### config.mk
export PLATFORM = sky130hd
export DESIGN_NAME = sub_divider_ctrl
export DESIGN_NICKNAME = d
export VERILOG_FILES = /design/src/rtl/sub_divider_ctrl_pkg.sv /design/src/rtl/bla_subtractor32.sv /design/src/rtl/sub_divider_ctrl.sv
export SDC_FILE = /design/constraint.sdc
export NUM_CORES = 1
export LEC_CHECK = 0
export ABC_AREA = 1
export CORE_AREA = 2 2 80 159
export DETAILED_ROUTE_END_ITERATION = 12
export DIE_AREA = 0 0 82 161
export GPL_ROUTABILITY_DRIVEN = 0
export GPL_TIMING_DRIVEN = 1
export PLACE_DENSITY_LB_ADDON = 0.12
export SYNTH_ARGS = -nofsm -noshare
export SYNTH_HDL_FRONTEND = slang
export SYNTH_SLANG_ARGS = --single-unit
### constraint.sdc
create_clock -name clk -period 36.2 [get_ports clk]
set_input_delay 9.05 -clock clk [delete_from_list [all_inputs] [get_ports clk]]
set_output_delay 9.05 -clock clk [all_outputs]
set_load 0.005 [all_outputs]
### src/rtl/sub_divider_ctrl_pkg.sv
// Shared types and constants for the multi-cycle unsigned divider.
package sub_divider_ctrl_pkg;

    typedef enum logic [1:0] {
        DIV_IDLE = 2'd0,
        DIV_RUN  = 2'd1,
        DIV_DONE = 2'd2
    } div_state_e;

    localparam int DIV_ITER = 32;
    localparam int CNT_W = $clog2(DIV_ITER);
    localparam logic [CNT_W-1:0] CNT_LAST = CNT_W'(DIV_ITER - 1);

endpackage

### src/rtl/bla_subtractor32.sv
// 32-bit ripple-borrow subtractor: diff = a - b, bout set when a < b.
module bla_subtractor32 (
    input  logic [31:0] a,
    input  logic [31:0] b,
    output logic [31:0] diff,
    output logic        bout
);

    logic br;

    always_comb begin
        br   = 1'b0;
        diff = '0;
        for (int i = 0; i < 32; i++) begin
            diff[i] = a[i] ^ b[i] ^ br;
            br = (~a[i] & b[i]) | (~(a[i] ^ b[i]) & br);
        end
        bout = br;
    end

endmodule

### src/rtl/sub_divider_ctrl.sv
// Restoring unsigned divider: one quotient bit per cycle through a
// single shared subtractor, start/ready/done handshake.
module sub_divider_ctrl
    import sub_divider_ctrl_pkg::*;
#(
    parameter logic [31:0] ZERO_QUOT = 32'hFFFF_FFFF
) (
    input  logic        clk,
    input  logic        rst_n,
    input  logic        start,
    input  logic [31:0] dividend,
    input  logic [31:0] divisor,
    output logic        ready,
    output logic        done,
    output logic [31:0] quotient,
    output logic [31:0] remainder,
    output logic        div_zero
);

    div_state_e       state_q, state_d;
    logic [31:0]      r_q, r_d;
    logic [31:0]      q_q, q_d;
    logic [31:0]      d_q, d_d;
    logic [CNT_W-1:0] cnt_q, cnt_d;
    logic             dz_q, dz_d;

    logic [31:0] s;
    logic [31:0] diff;
    logic        bout;
    logic        qbit;

    assign s = {r_q[30:0], q_q[31]};
    // R[31] set means the 33-bit S exceeds any divisor.
    assign qbit = r_q[31] | ~bout;

    bla_subtractor32 u_sub (
        .a    (s),
        .b    (d_q),
        .diff (diff),
        .bout (bout)
    );

    always_ff @(posedge clk or negedge rst_n) begin
        if (!rst_n) begin
            state_q <= DIV_IDLE;
            r_q     <= '0;
            q_q     <= '0;
            d_q     <= '0;
            cnt_q   <= '0;
            dz_q    <= 1'b0;
        end else begin
            state_q <= state_d;
            r_q     <= r_d;
            q_q     <= q_d;
            d_q     <= d_d;
            cnt_q   <= cnt_d;
            dz_q    <= dz_d;
        end
    end

    always_comb begin
        state_d = state_q;
        r_d     = r_q;
        q_d     = q_q;
        d_d     = d_q;
        cnt_d   = cnt_q;
        dz_d    = dz_q;
        unique case (state_q)
            DIV_RUN: begin
                r_d   = qbit ? diff : s;
                q_d   = {q_q[30:0], qbit};
                cnt_d = cnt_q + CNT_W'(1);
                if (cnt_q == CNT_LAST) begin
                    state_d = DIV_DONE;
                end
            end
            DIV_IDLE, DIV_DONE: begin
                state_d = DIV_IDLE;
                if (start) begin
                    d_d   = divisor;
                    cnt_d = '0;
                    dz_d  = (divisor == '0);
                    if (divisor == '0) begin
                        q_d     = ZERO_QUOT;
                        r_d     = dividend;
                        state_d = DIV_DONE;
                    end else begin
                        q_d     = dividend;
                        r_d     = '0;
                        state_d = DIV_RUN;
                    end
                end
            end
            default: state_d = DIV_IDLE;
        endcase
    end

    always_comb begin
        ready = (state_q != DIV_RUN);
        done  = (state_q == DIV_DONE);
    end

    assign quotient  = q_q;
    assign remainder = r_q;
    assign div_zero  = dz_q;

endmodule
After elaboration in Yosys (flattened, before gate mapping):

Cells that the tools add are included.

* register bits after elaboration: 104
* input port bits: 67
* output and inout bits: 67
* logic and storage cells: 254

* $add $sub $neg: 1
* eq/ne operators: 6
* mux-type cells: 13
* bitwise logic cells: 222
* reductions and logical operators: 6

Operator list (count)
* 32-bit 2-to-1 mux: 5
* 32-bit one-hot mux with 2 select lines: 2
* 1-bit NOT: 64
* 1-bit AND: 63
* 1-bit XOR: 63
* 32-bit logical NOT: 1
* 1-bit OR: 32
* 5-bit one-hot mux with 2 select lines: 1
* 2-bit 2-to-1 mux: 3
* 5-bit by 1-bit adder with 5-bit output (second input constant): 1
* 5-bit == test (second input constant): 1
* 5-bit 2-to-1 mux: 1
* 2-bit != test (second input constant): 2
* 2-bit one-hot mux with 2 select lines: 1
* 2-bit AND reduction: 2
* 2-bit by 1-bit == test with 1-bit output (second input constant): 1
* 2-bit == test (second input constant): 1
* 2-bit logical NOT: 1
* 2-bit by 1-bit != test with 1-bit output (second input constant): 1
* 2-bit nonzero test: 1
* 2-bit OR reduction: 1

Longest topological paths before layout:

Gate-level depths: netlist of run 1.

* word-level depth: 68
* depth in mapped cells: 40
* mapped depth without buffers: 38

Modules after synthesis:

From an unflattened synthesis of run 1, not the netlist that was laid out.

* cell total of the unflattened synthesis: 796
* area total of the unflattened synthesis: 6123.4 um^2

By module, submodules not included
* sub_divider_ctrl: times used 1, cells each 698, area an instance 5242.5 um^2, sequential area each 2602.5 um^2
* bla_subtractor32: times used 1, cells each 98, area an instance 880.8 um^2, sequential area each 0.0 um^2

Least setup slack after synthesis of run 1:

Ideal clock, no wire load.

* path kind: reg-to-reg
* start point: reg q_q[31], in the netlist quotient[31]
* end point: reg r_q[10], in the netlist remainder[10]
* library setup time: 77 ps
* data arrival time: 13193 ps
* required time: 36123 ps
* path slack: 22930 ps
* cell stages (with the launch flop): 41
* path buffers: 2
* period minus slack after synthesis: 13270 ps
* cell sequence: dfrtp_1 inv_1 ha_1 fa_1 fa_1 fa_1 fa_1 fa_1 fa_1 fa_1 fa_1 fa_1 fa_1 fa_1 fa_1 fa_1 fa_1 fa_1 [5 not listed] fa_1 fa_1 fa_1 fa_1 fa_1 fa_1 fa_1 fa_1 fa_1 fa_1 fa_1 nand2_1 buf_4 clkbuf_1 o21ai_0 a21oi_1 nor2_1 a21oi_1

* word-level cells in the longest chain between the ends: 68
* elaborated cells between the ends (all ways): 69
* classes of those cells: 2 x mux; 67 x bitwise

RTL lines
* start, declared: line sub_divider_ctrl.sv:22 `logic [31:0] q_q, q_d;`
* start signal, assigned: line sub_divider_ctrl.sv:54 `q_q <= q_d;`
* 1-bit NOT *: line bla_subtractor32.sv:16 `br = (~a[i] & b[i]) | (~(a[i] ^ b[i]) & br);`
* 1-bit AND * (2 in a row): line bla_subtractor32.sv:16
* 1-bit OR *: line bla_subtractor32.sv:16
* 1-bit AND *: line bla_subtractor32.sv:16
* 1-bit OR *: line bla_subtractor32.sv:16
* 1-bit AND *: line bla_subtractor32.sv:16
* 1-bit OR *: line bla_subtractor32.sv:16
* 1-bit AND *: line bla_subtractor32.sv:16
* [51 not listed]
* 1-bit AND: line bla_subtractor32.sv:16
* 1-bit OR: line bla_subtractor32.sv:16
* 1-bit AND: line bla_subtractor32.sv:16
* 1-bit OR: line bla_subtractor32.sv:16
* 1-bit NOT: line sub_divider_ctrl.sv:34 `assign qbit = r_q[31] | ~bout;`
* 1-bit OR: line sub_divider_ctrl.sv:34
* 32-bit 2-to-1 mux *: line sub_divider_ctrl.sv:70 `r_d = qbit ? diff : s;`
* 32-bit one-hot mux with 2 select lines *: line sub_divider_ctrl.sv:68 `unique case (state_q)`
* end signal, assigned: line sub_divider_ctrl.sv:53 `r_q <= r_d;`
* end, declared: line sub_divider_ctrl.sv:21 `logic [31:0] r_q, r_d;`

Mark *: on every way between the ends. The rest lies on a longest branch, timed or not.
A chain may end at the register's enable or synchronous reset.

Worst setup path after layout of run 1:

* start point: reg q_q[31], in the netlist quotient[31]
* end point: reg r_q[21], in the netlist remainder[21]

* word-level cells in the longest chain between the ends: 68
* elaborated cells between the ends (all ways): 69
* classes of those cells: 2 x mux; 67 x bitwise

RTL lines (line)
* 1-bit NOT *: bla_subtractor32.sv:16
* 1-bit AND * (2 in a row): bla_subtractor32.sv:16
* 1-bit OR *: bla_subtractor32.sv:16
* 1-bit AND *: bla_subtractor32.sv:16
* 1-bit OR *: bla_subtractor32.sv:16
* 1-bit AND *: bla_subtractor32.sv:16
* 1-bit OR *: bla_subtractor32.sv:16
* 1-bit AND *: bla_subtractor32.sv:16
* [51 not listed]
* 1-bit AND: bla_subtractor32.sv:16
* 1-bit OR: bla_subtractor32.sv:16
* 1-bit AND: bla_subtractor32.sv:16
* 1-bit OR: bla_subtractor32.sv:16
* 1-bit NOT: sub_divider_ctrl.sv:34
* 1-bit OR: sub_divider_ctrl.sv:34
* 32-bit 2-to-1 mux *: sub_divider_ctrl.sv:70
* 32-bit one-hot mux with 2 select lines *: sub_divider_ctrl.sv:68

Marks and branches as above.

==> results of run 1 <==
## area by class of cell
| type | count | area share |
|---|---|---|
| Tap cell | 147 | 0.0244 |
| Clock inverter | 5 | 0.00515 |
| Timing Repair Buffer | 135 | 0.178 |
| Inverter | 85 | 0.0427 |
| Clock buffer | 11 | 0.0336 |
| Multi-Input combinational cell | 521 | 0.370 |
| Sequential cell | 104 | 0.346 |
## logic make-up after synthesis
| logic type | count (synthesis) |
|---|---|
| AO/OA/AOI/OAI | 154 |
| adder cells (fa/ha/maj) | 34 |
| buffers and inverters | 127 |
| flip-flops | 104 |
| AND/OR/NAND/NOR | 333 |
## metrics by stage
stage	setup WS, ps	power (mW)	hold slack [ps]
detailed placement	21880	0.674	481
global placement	22090	0.658	471
CTS	21820	0.775	501
global route	21180	0.850	522
finish	21770	0.773	493
floorplan	22930	0.519	453
## per-layer routing
layer	track usage	wire length, um	vias to the layer above
li1	-	-	2558
met1	0.333	6620	2452
met2	0.339	6930	145
met3	0.0475	810	22
met4	0.0667	312	0
met5	0	0	-
## state kept, by name, summed over array words and instances, names as in the netlist
register   flops
cnt_q          5
d_q           32
state_q        2
quotient      32
div_zero       1
remainder     32
## Yosys cell counts, drive strengths merged
library cell  instances  area (um^2)
o21ai                36          180
nor2                142          541
inv                  84          318
clkinv                1         3.75
nand3                13         65.1
dfrtp               104         2600
nand4                 1         6.26
a22o                  2         17.5
ha                    3         37.5
or2                   1         6.26
fa                   31          621
clkbuf               21         78.8
a21oi                97          485
buf                  21          139
a211oi               19          143
nand2               176          683
## path summary, 6_finish.rpt
kind / slack (ps) / depth (start not counted) / to
hold / removal: 490 / 2 / div_zero
setup / recovery: 21770 / 38 / remainder[21]
min in group asynchronous: 8710 / 1 / quotient[24]
hold reg to reg: 490 / 2 / div_zero
max in group asynchronous: 26300 / 2 / remainder[23]
setup reg to reg: 21770 / 38 / remainder[21]
## where the power goes
part	total (mW)	switching (mW)	internal (mW)
Combinational	0.441	0.235	0.206
Sequential	0.234	0.0547	0.179
Clock	0.0977	0.0466	0.0510
## critical path: cells and delay by family (launching register included)
kind / cells / cell delay (ps)
AOI/OAI and AO/OA: 3 / 580
buffers and inverters: 1 / 60
DFF: 1 / 390
adders and majority gates: 32 / 12540
and+or+nand+nor: 2 / 800
==> summary.md, run 1 <==
| Metric | Value |
|---|---|
| Hold Fails Final Rpt | `0` |
| Rel. slew slack | `0.333` |
| Arithmetic-cell share of the synthesized area counting full adders, half adders and majority gates | `0.111` |
| CTS hold repair buffers | `0` |
| Share of post-route cells with drive strength above 1 | `0.0325` |
| Core utilization of the finished layout | `0.629` |
| Library cell contributing the largest single delay on the critical path | `nand2_2` |
| Data arrival time of the worst path | `14710 ps` |
| Run status | `finished clean` |
| Number of max-capacitance violations reported | `0` |
| Starting utilization of the core area | `0.495` |
| Area delta synth->final | `27.1%` |
| Final worst-path cycle share | `0.398` |
| Largest buffer count on any clock path | `2` |
| Vias | `5177` |
| Hold Path Class | `flop to flop` |
| Count of mapped cells out of synthesis | `752` |
| Detail-routed net length per standard cell | `14.6 um` |
| Final Routed Wirelength | `14700 um` |
| CTS root buf | `clkbuf_16` |
| DRC | `0` |
| Post-CTS sizing | `0` |
| Footprint of the multi-input gates | `2790 um^2` |
| Share of the synthesized netlist area taken by xor and xnor gates | `0` |
| CP most frequent cell | `fa_1` |
| Area of all placed cells without fillers | `7530 um^2` |
| Wire length of the first global-routing pass | `23300 um` |
| Sink Count | `104` |
| Most common cell after layout, fill and taps aside | `nand2_1` |
| H-Tree Level Count | `3` |
| Inst Count DP | `992` |
| Share of synthesized area occupied by flip-flops and latches | `0.439` |
| Number of diodes | `0` |
| Critical register-to-register path startpoint | `quotient[31]` |
| Final setup TNS | `0 ps` |
| Simple-gate share of the synthesized area | `0.220` |
| Total grt overflow | `0` |
| Endpoint class of the critical path | `flop` |
| Max frequency | `69.3 MHz` |
| Number of CTS-inserted buffers | `9` |
| Number of rows in the core area | `57` |
| Combined area of all synthesized cells | `5930 um^2` |
| Compound-Gate Fraction of Synth Area | `0.139` |
| Number of global-route vias before repair | `4737` |
| Count of input and output buffers | `133` |
| Drt via density | `5.14` |
| Register Area | `2600 um^2` |
| Kind of critical path | `flop to flop` |
| Synth Warn # | `0` |
| Commonest cells after routing, fill and taps aside | `nand2_1 (172), nor2_1 (141), clkdlybuf4s50_1 (132)` |
| Total nets after synthesis | `853` |
| Highest fanout seen on the critical path | `65` |
| Slowest stage delay, CP | `740 ps` |
| Worst setup path startpoint | `quotient[31]` |
| CTS tree | `done` |
| RSZ-0062 raised after global routing | `false` |
| Setup violations, final | `0` |
| Fillers | `1101` |
| Post-CTS clock slew at the launch and capture registers of the worst setup and hold paths | `70 ps` |
| Number of antenna violations at the first check in global routing | `0` |
| Worst min-delay path startpoint | `div_zero` |
| Placement-stage cell area | `7240 um^2` |
| CP Data Required Time | `36480 ps` |
| Die outline width | `82 um` |
| GRT Total Usage | `0.227` |
| Remaining antenna violation count after routing | `0` |
| Post-route insts no fill | `1008` |
| Number of placed I/O pins | `134` |
| Skew-Pair Late Insertion Delay | `360 ps` |
| Number of unique standard cell types used by synthesis | `23` |
| Pre-Repair DR Iteration Count | `7` |
| Core ar. | `12000 um^2` |
| Nets@finish | `957` |
| Largest family of logic cells by synthesized area | `simple AND/OR/NAND/NOR gates` |
| Max-slew violation total from the final report | `0` |
| Maximum vdd ir drop | `0.0000548 V` |
| Number of design-rule violations left by the first detailed-router iteration | `495` |
| Clock tree skew after final layout | `14.6 ps` |
| Synthesized flop and latch total | `104` |
| Actual transition at the worst max-transition pin | `998 ps` |
| Vertical extent of the die | `161 um` |
| Dpl hpwl | `9970 um` |
| Fraction of synthesized area in multiplexers | `0` |
| Setup fix buffers added after clock tree synthesis | `0` |
| Power density over the cells | `103 nW/um^2` |
| Startpoint class of the critical path | `flop` |
| Total die area | `13200 um^2` |
| Largest net degree at the start of global routing | `87` |
| Static leakage power | `3.60 nW` |
| Synthesized area per cell | `7.88 um^2` |
| Final critical-path required period | `14430 ps` |
(Power assumes the default switching activity.)
==> inputs of run 2 (changes only) <==
- clock period: 36.2 -> 14.9 ns (I/O delays scaled with it)
==> summary.md, run 2 (synthesized netlist as in run 1, its figures left out) <==
| Metric | Value |
|---|---|
| Library cell contributing the largest single delay on the critical path | `buf_4` |
| Final critical-path required period | `14210 ps (-220 ps)` |
| Share of total power in the clock network | `0.123 (-0.003)` |
| Highest fanout seen on the critical path | `65 (unchanged)` |
| Setup fix buffers added after clock tree synthesis | `0 (unchanged)` |
| Endpoint class of the critical path | `flop` |
| Hold slack final | `490 ps (-3.58 ps)` |
| Wire length the detailed router placed on met1 | `6610 um (-0.17%)` |
| Max frequency | `70.4 MHz (+1.5%)` |
| CTS hold repair buffers | `0 (unchanged)` |
| Final worst-path cycle share | `0.953 (+0.555)` |
| Dpl hpwl | `9900 um (-0.67%)` |
| Count of input and output buffers | `133 (unchanged)` |
| Hold Fails Final Rpt | `0 (unchanged)` |
| Area delta synth->final | `27.0% (about the same)` |
| Setup violations, final | `0 (unchanged)` |
| Number of antenna violations at the first check in global routing | `0 (unchanged)` |
| GRT Total Usage | `0.227 (about the same)` |
| Share of post-route cells with drive strength above 1 | `0.0325 (unchanged)` |
| Die outline width | `82 um (unchanged)` |
| Total die area | `13200 um^2 (unchanged)` |
| Top layer used by detailed routing | `met4` |
| Actual transition at the worst max-transition pin | `914 ps (-83.6 ps)` |
| Data arrival time of the worst path | `14480 ps (-230 ps)` |
| CP Data Required Time | `15180 ps (-21300 ps)` |
| Critical register-to-register path startpoint | `quotient[31]` |
| H-Tree Level Count | `3 (unchanged)` |
| Detail-routed net length per standard cell | `14.4 um (-1.3%)` |
| Commonest cells after routing, fill and taps aside | `nand2_1 (172), nor2_1 (141), clkdlybuf4s50_1 (132)` |
| Nets@finish | `958 (+0.10%)` |
| Static leakage power | `3.60 nW (about the same)` |
| Final Routed Wirelength | `14500 um (-1.3%)` |
| Int Pwr | `1.06 mW (+140%)` |
| Maximum vdd ir drop | `0.000132 V (+140%)` |
| Total length of routed met3 wires | `794 um (-2.0%)` |
| Post-CTS clock slew at the launch and capture registers of the worst setup and hold paths | `80 ps (about the same)` |
| Number of design-rule violations left by the first detailed-router iteration | `433 (-13%)` |
| Cell depth of the worst flop-to-flop path | `39 (+2.6%)` |
| Total grt overflow | `0 (unchanged)` |
| Net switching share of the total power | `0.434 (-0.00138)` |
| Worst setup path startpoint | `quotient[31]` |
| Combinational share of power | `0.574 (+0.003)` |
| RSZ-0062 raised after global routing | `false` |
| Number of diodes | `0 (unchanged)` |
| Number of placed I/O pins | `134 (unchanged)` |
| Number of max-capacitance violations reported | `0 (unchanged)` |
| Number of CTS-inserted buffers | `9 (unchanged)` |
| CP most frequent cell | `fa_1` |
| Switching power of the nets | `0.811 mW (+140%)` |
| Number of gates on the worst path with buffers counted | `39 (+2.6%)` |
| Sink Count | `104 (unchanged)` |
| Slack of the worst reg-to-reg path | `690 ps (-21080 ps)` |
| Vias | `5191 (+0.27%)` |
| Rel. slew slack | `0.387 (+0.0543)` |
| Largest net degree at the start of global routing | `87 (unchanged)` |
| Critical R2R Capture | `remainder[30]` |
| Power density over the cells | `248 nW/um^2 (+140%)` |
| Starting utilization of the core area | `0.495 (unchanged)` |
| Run status | `finished clean` |
| Power consumption | `1.87 mW (+140%)` |
| Final setup TNS | `0 ps (unchanged)` |
| Clock tree skew after final layout | `13.3 ps (-1.37 ps)` |
| Max-slew violation total from the final report | `0 (unchanged)` |
| Number of rows in the core area | `57 (unchanged)` |
| Number of global-route vias before repair | `4696 (-0.87%)` |
| CTS tree | `done` |
| Post-CTS sizing | `0 (unchanged)` |
| Skew-Pair Late Insertion Delay | `350 ps (about the same)` |
| Drt via density | `5.15 (+0.27%)` |
| Largest buffer count on any clock path | `2 (unchanged)` |
| CTS root buf | `clkbuf_16` |
| Kind of critical path | `flop to flop` |
| DRC | `0 (unchanged)` |
| Sequential cell fraction of total power | `0.304 (about the same)` |
| Wire length of the first global-routing pass | `23400 um (+0.80%)` |
| Fillers | `1092 (-0.82%)` |
| Placement-stage cell area | `7250 um^2 (+0.10%)` |
| Critical path endpoint | `remainder[30]` |
| Hold Path Class | `flop to flop` |
| Met2 Wirelength | `6810 um (-1.8%)` |
| Startpoint class of the critical path | `flop` |
| Core ar. | `12000 um^2 (unchanged)` |
| Pre-Repair DR Iteration Count | `5 (-2)` |
| CP delay by family, top | `adder cells` |
| CP Buf/Inv Count | `2 (+1)` |
| Remaining antenna violation count after routing | `0 (unchanged)` |
| Vertical extent of the die | `161 um (unchanged)` |
| Most common cell after layout, fill and taps aside | `nand2_1` |
| Area of all placed cells without fillers | `7530 um^2 (about the same)` |
| Slowest stage delay, CP | `460 ps (-280 ps)` |
==> run 2: tightest hold or removal path, delay by kind of cell (launching register included) <==
| kind | cells | cell delay (ps) |
|---|---|---|
| flip-flops | 1 | 350 |
| AND/OR/NAND/NOR | 2 | 110 |
==> run 2: worst min-delay path by stage <==
stage              from       end  cells past startpoint  slack, ps
2_1_floorplan    d_q[0]    d_q[0]                      2        450
3_3_place_gp   div_zero  div_zero                      2        470
3_5_place_dp   div_zero  div_zero                      2        470
4_1_cts        div_zero  div_zero                      2        490
5_1_grt        div_zero  div_zero                      2        520
6_report       div_zero  div_zero                      2        490
==> run 2: layout make-up <==
type                       instances  area, um^2  area share
timing repair buffer             136        1350       0.180
clock buffer                      10         239      0.0318
sequential                       104        2600       0.346
inverter                          85         322      0.0427
clock inverter                     5        38.8     0.00515
tap                              147         184      0.0244
multi-input combinational        521        2790       0.370
==> run 2: metrics by stage <==
step | util | worst slack, ps | std cells
after global routing | 0.628 | 115 | 1008
after detailed placement | 0.605 | 807 | 993
after floorplan | - | 1630 | 752
final | 0.628 | 695 | 1008
after CTS | 0.628 | 734 | 1008
after global placement | 0.605 | 1020 | 993
==> run 2: power groups by stage <==
| stage | sequential, mW | clock, mW | combinational, mW |
|---|---|---|---|
| after CTS | 0.569 | 0.231 | 1.08 |
| after global routing | 0.587 | 0.243 | 1.23 |
| after detailed placement | 0.569 | 0 | 1.08 |
| final | 0.567 | 0.229 | 1.07 |
| after floorplan | 0.549 | 0 | 0.713 |
| after global placement | 0.570 | 0 | 1.04 |
==> run 2: layer usage <==
metal  vias up  GRT usage
met5         -          0
met4         0     0.0720
met3        22     0.0363
met2       143      0.339
met1      2460      0.339
li1       2566          -
==> inputs of run 3 (changes only) <==
- CAP_MARGIN: unset -> 20
- CELL_PAD_IN_SITES_DETAIL_PLACEMENT: unset -> 0
- CELL_PAD_IN_SITES_GLOBAL_PLACEMENT: unset -> 2
- CORE_AREA: 2 2 80 159 -> 2 2 105 208
- DIE_AREA: 0 0 82 161 -> 0 0 107 210
==> summary.md, run 3 (synthesized netlist as in run 1, its figures left out) <==
| Metric | Value |
|---|---|
| Detail-routed net length per standard cell | `17.6 um (+23%)` |
| Skew-Pair Late Insertion Delay | `360 ps (about the same)` |
| Static leakage power | `3.63 nW (+0.94%)` |
| Area delta synth->final | `30.8%` |
| Slack of the worst reg-to-reg path | `810 ps (+120 ps)` |
| Cell depth of the worst flop-to-flop path | `39 (unchanged)` |
| CTS tree | `done` |
| Max-slew violation total from the final report | `0 (unchanged)` |
| Total grt overflow | `0 (unchanged)` |
| Remaining antenna violation count after routing | `0 (unchanged)` |
| Dpl hpwl | `14400 um (+46%)` |
| Final critical-path required period | `14090 ps (-116 ps)` |
| Number of placed I/O pins | `134 (unchanged)` |
| Pre-Repair DR Iteration Count | `7 (+2)` |
| Setup slack of the critical path after layout | `810 ps (+116 ps)` |
| Fillers | `2261 (+110%)` |
| Highest fanout seen on the critical path | `65 (unchanged)` |
| Register Area | `2600 um^2 (unchanged)` |
| Footprint of the multi-input gates | `2790 um^2 (about the same)` |
| Vertical extent of the die | `210 um (+30%)` |
| DRC | `0 (unchanged)` |
| Data arrival time of the worst path | `14370 ps (-110 ps)` |
| Clock tree skew after final layout | `6.61 ps (-6.66 ps)` |
| Combinational share of power | `0.569 (-0.005)` |
| Largest net degree at the start of global routing | `81 (-6.9%)` |
| Number of design-rule violations left by the first detailed-router iteration | `219 (-49%)` |
| Commonest cells after routing, fill and taps aside | `nand2_1 (173), nor2_1 (141), clkdlybuf4s50_1 (132)` |
| Hold slack final | `495 ps (+5.13 ps)` |
| Maximum vdd ir drop | `0.000209 V (+59%)` |
| Nets@finish | `960 (+0.21%)` |
| Placement-stage cell area | `7400 um^2 (+2.1%)` |
| Area of all placed cells without fillers | `7750 um^2 (+3.0%)` |
| CTS root buf | `clkbuf_16` |
| Post-route insts no fill | `1133 (+12%)` |
| Critical path endpoint | `remainder[21]` |
| Endpoint class of the critical path | `flop` |
| Library cell contributing the largest single delay on the critical path | `buf_4` |
| Kind of critical path | `flop to flop` |
| Post-CTS clock slew at the launch and capture registers of the worst setup and hold paths | `80 ps (about the same)` |
| Number of CTS-inserted buffers | `9 (unchanged)` |
| Net switching share of the total power | `0.444 (+0.0102)` |
| Core ar. | `20900 um^2 (+75%)` |
| Slowest stage delay, CP | `470 ps (about the same)` |
| Number of antenna violations at the first check in global routing | `0 (unchanged)` |
| Final Routed Wirelength | `20000 um (+38%)` |
| Setup fix buffers added after clock tree synthesis | `0 (unchanged)` |
| Critical register-to-register path startpoint | `quotient[31]` |
| Sink Count | `104 (unchanged)` |
| Total die area | `22500 um^2 (+70%)` |
| Startpoint class of the critical path | `flop` |
| Worst setup path startpoint | `quotient[31]` |
| RSZ-0062 raised after global routing | `false` |
| Vias | `5261 (+1.3%)` |
| Run status | `finished clean` |
| Power consumption | `1.95 mW (+4.5%)` |
| Largest buffer count on any clock path | `2 (unchanged)` |
| Number of rows in the core area | `75 (+32%)` |
| CTS hold repair buffers | `0 (unchanged)` |
| H-Tree Level Count | `3 (unchanged)` |
| Setup violations, final | `0 (unchanged)` |
| Rel. slew slack | `0.383 (-0.00354)` |
| Actual transition at the worst max-transition pin | `924 ps (+10.1 ps)` |
| Final worst-path cycle share | `0.946 (-0.00776)` |
| Power density over the cells | `252 nW/um^2 (+1.4%)` |
| Max frequency | `71.0 MHz (+0.82%)` |
| Wire length of the first global-routing pass | `31300 um (+33%)` |
| CP most frequent cell | `fa_1` |
| Critical R2R Capture | `remainder[21]` |
| Sequential cell fraction of total power | `0.303 (about the same)` |
| CP Data Required Time | `15190 ps (about the same)` |
| GRT Total Usage | `0.186 (-0.0412)` |
| Final setup TNS | `0 ps (unchanged)` |
| Core utilization of the finished layout | `0.370 (-0.258)` |
| Number of max-capacitance violations reported | `0 (unchanged)` |
| Switching power of the nets | `0.868 mW (+6.9%)` |
| Share of total power in the clock network | `0.127 (+0.004)` |
| Starting utilization of the core area | `0.283 (-0.211)` |
| Hold Path Class | `flop to flop` |
| Number of diodes | `0 (unchanged)` |
| Inst Count DP | `1115 (+12%)` |
| Share of post-route cells with drive strength above 1 | `0.0336 (+0.00104)` |
| Post-CTS sizing | `0 (unchanged)` |
| Hold Fails Final Rpt | `0 (unchanged)` |
| Drt via density | `4.64 (-9.8%)` |
| Number of global-route vias before repair | `5599 (+19%)` |
| Int Pwr | `1.08 mW (+2.6%)` |
| Most common cell after layout, fill and taps aside | `nand2_1` |
| Count of input and output buffers | `133 (unchanged)` |
| Die outline width | `107 um (+30%)` |
| Pre-CTS setup slack | `854 ps (+47.0 ps)` |
## run 3: cell types whose count changed in the layout (fill, tap and decap cells not counted)
cell and delta:
buf_16 +2, nand2_2 -1, clkbuf_1 +1, nand2_1 +1
clkinv_2 +1, clkinv_4 +1, inv_6 -3, bufinv_16 +1
## run 3: critical path: cells and delay by family (launching register included)
kind / cells / cell delay [ps]
buf+inv: 2 / 530
fa+ha+maj: 32 / 12420
compound gates: 3 / 500
simple gates: 2 / 130
flops: 1 / 390
## run 3: area by class of cell
| type | count | share of cell area |
|---|---|---|
| inverters | 85 | 0.0415 |
| flip-flops and latches | 104 | 0.336 |
| repair buffers | 138 | 0.181 |
| multi-input cells | 521 | 0.359 |
| clock inverters | 5 | 0.00726 |
| well taps | 269 | 0.0434 |
| clock buffers | 11 | 0.0313 |
## run 3: power by group through the flow
stage / Clock [mW] / Combinational, mW / Sequential, mW
after detailed placement: 0 / 1.13 / 0.603
after global routing: 0.266 / 1.28 / 0.619
after floorplan: 0 / 0.713 / 0.549
final: 0.248 / 1.11 / 0.592
after global placement: 0 / 1.10 / 0.603
after CTS: 0.258 / 1.14 / 0.598
## run 3: worst min-delay path by stage
stage	start	cells after the start	to	slack (ps)
4_1_cts	d_q[0]	2	d_q[0]	500
6_report	d_q[0]	2	d_q[0]	490
2_1_floorplan	d_q[0]	2	d_q[0]	450
5_1_grt	cnt_q[4]	1	cnt_q[4]	540
3_5_place_dp	d_q[0]	2	d_q[0]	480
3_3_place_gp	cnt_q[0]	1	cnt_q[0]	480
## run 3: routing by layer
layer / track usage / wire (um) / share of wire
met5: 0 / 0 / 0
met1: 0.194 / 6980 / 0.35
met2: 0.362 / 11800 / 0.59
met4: 0.0752 / 637 / 0.032
met3: 0.0254 / 582 / 0.029
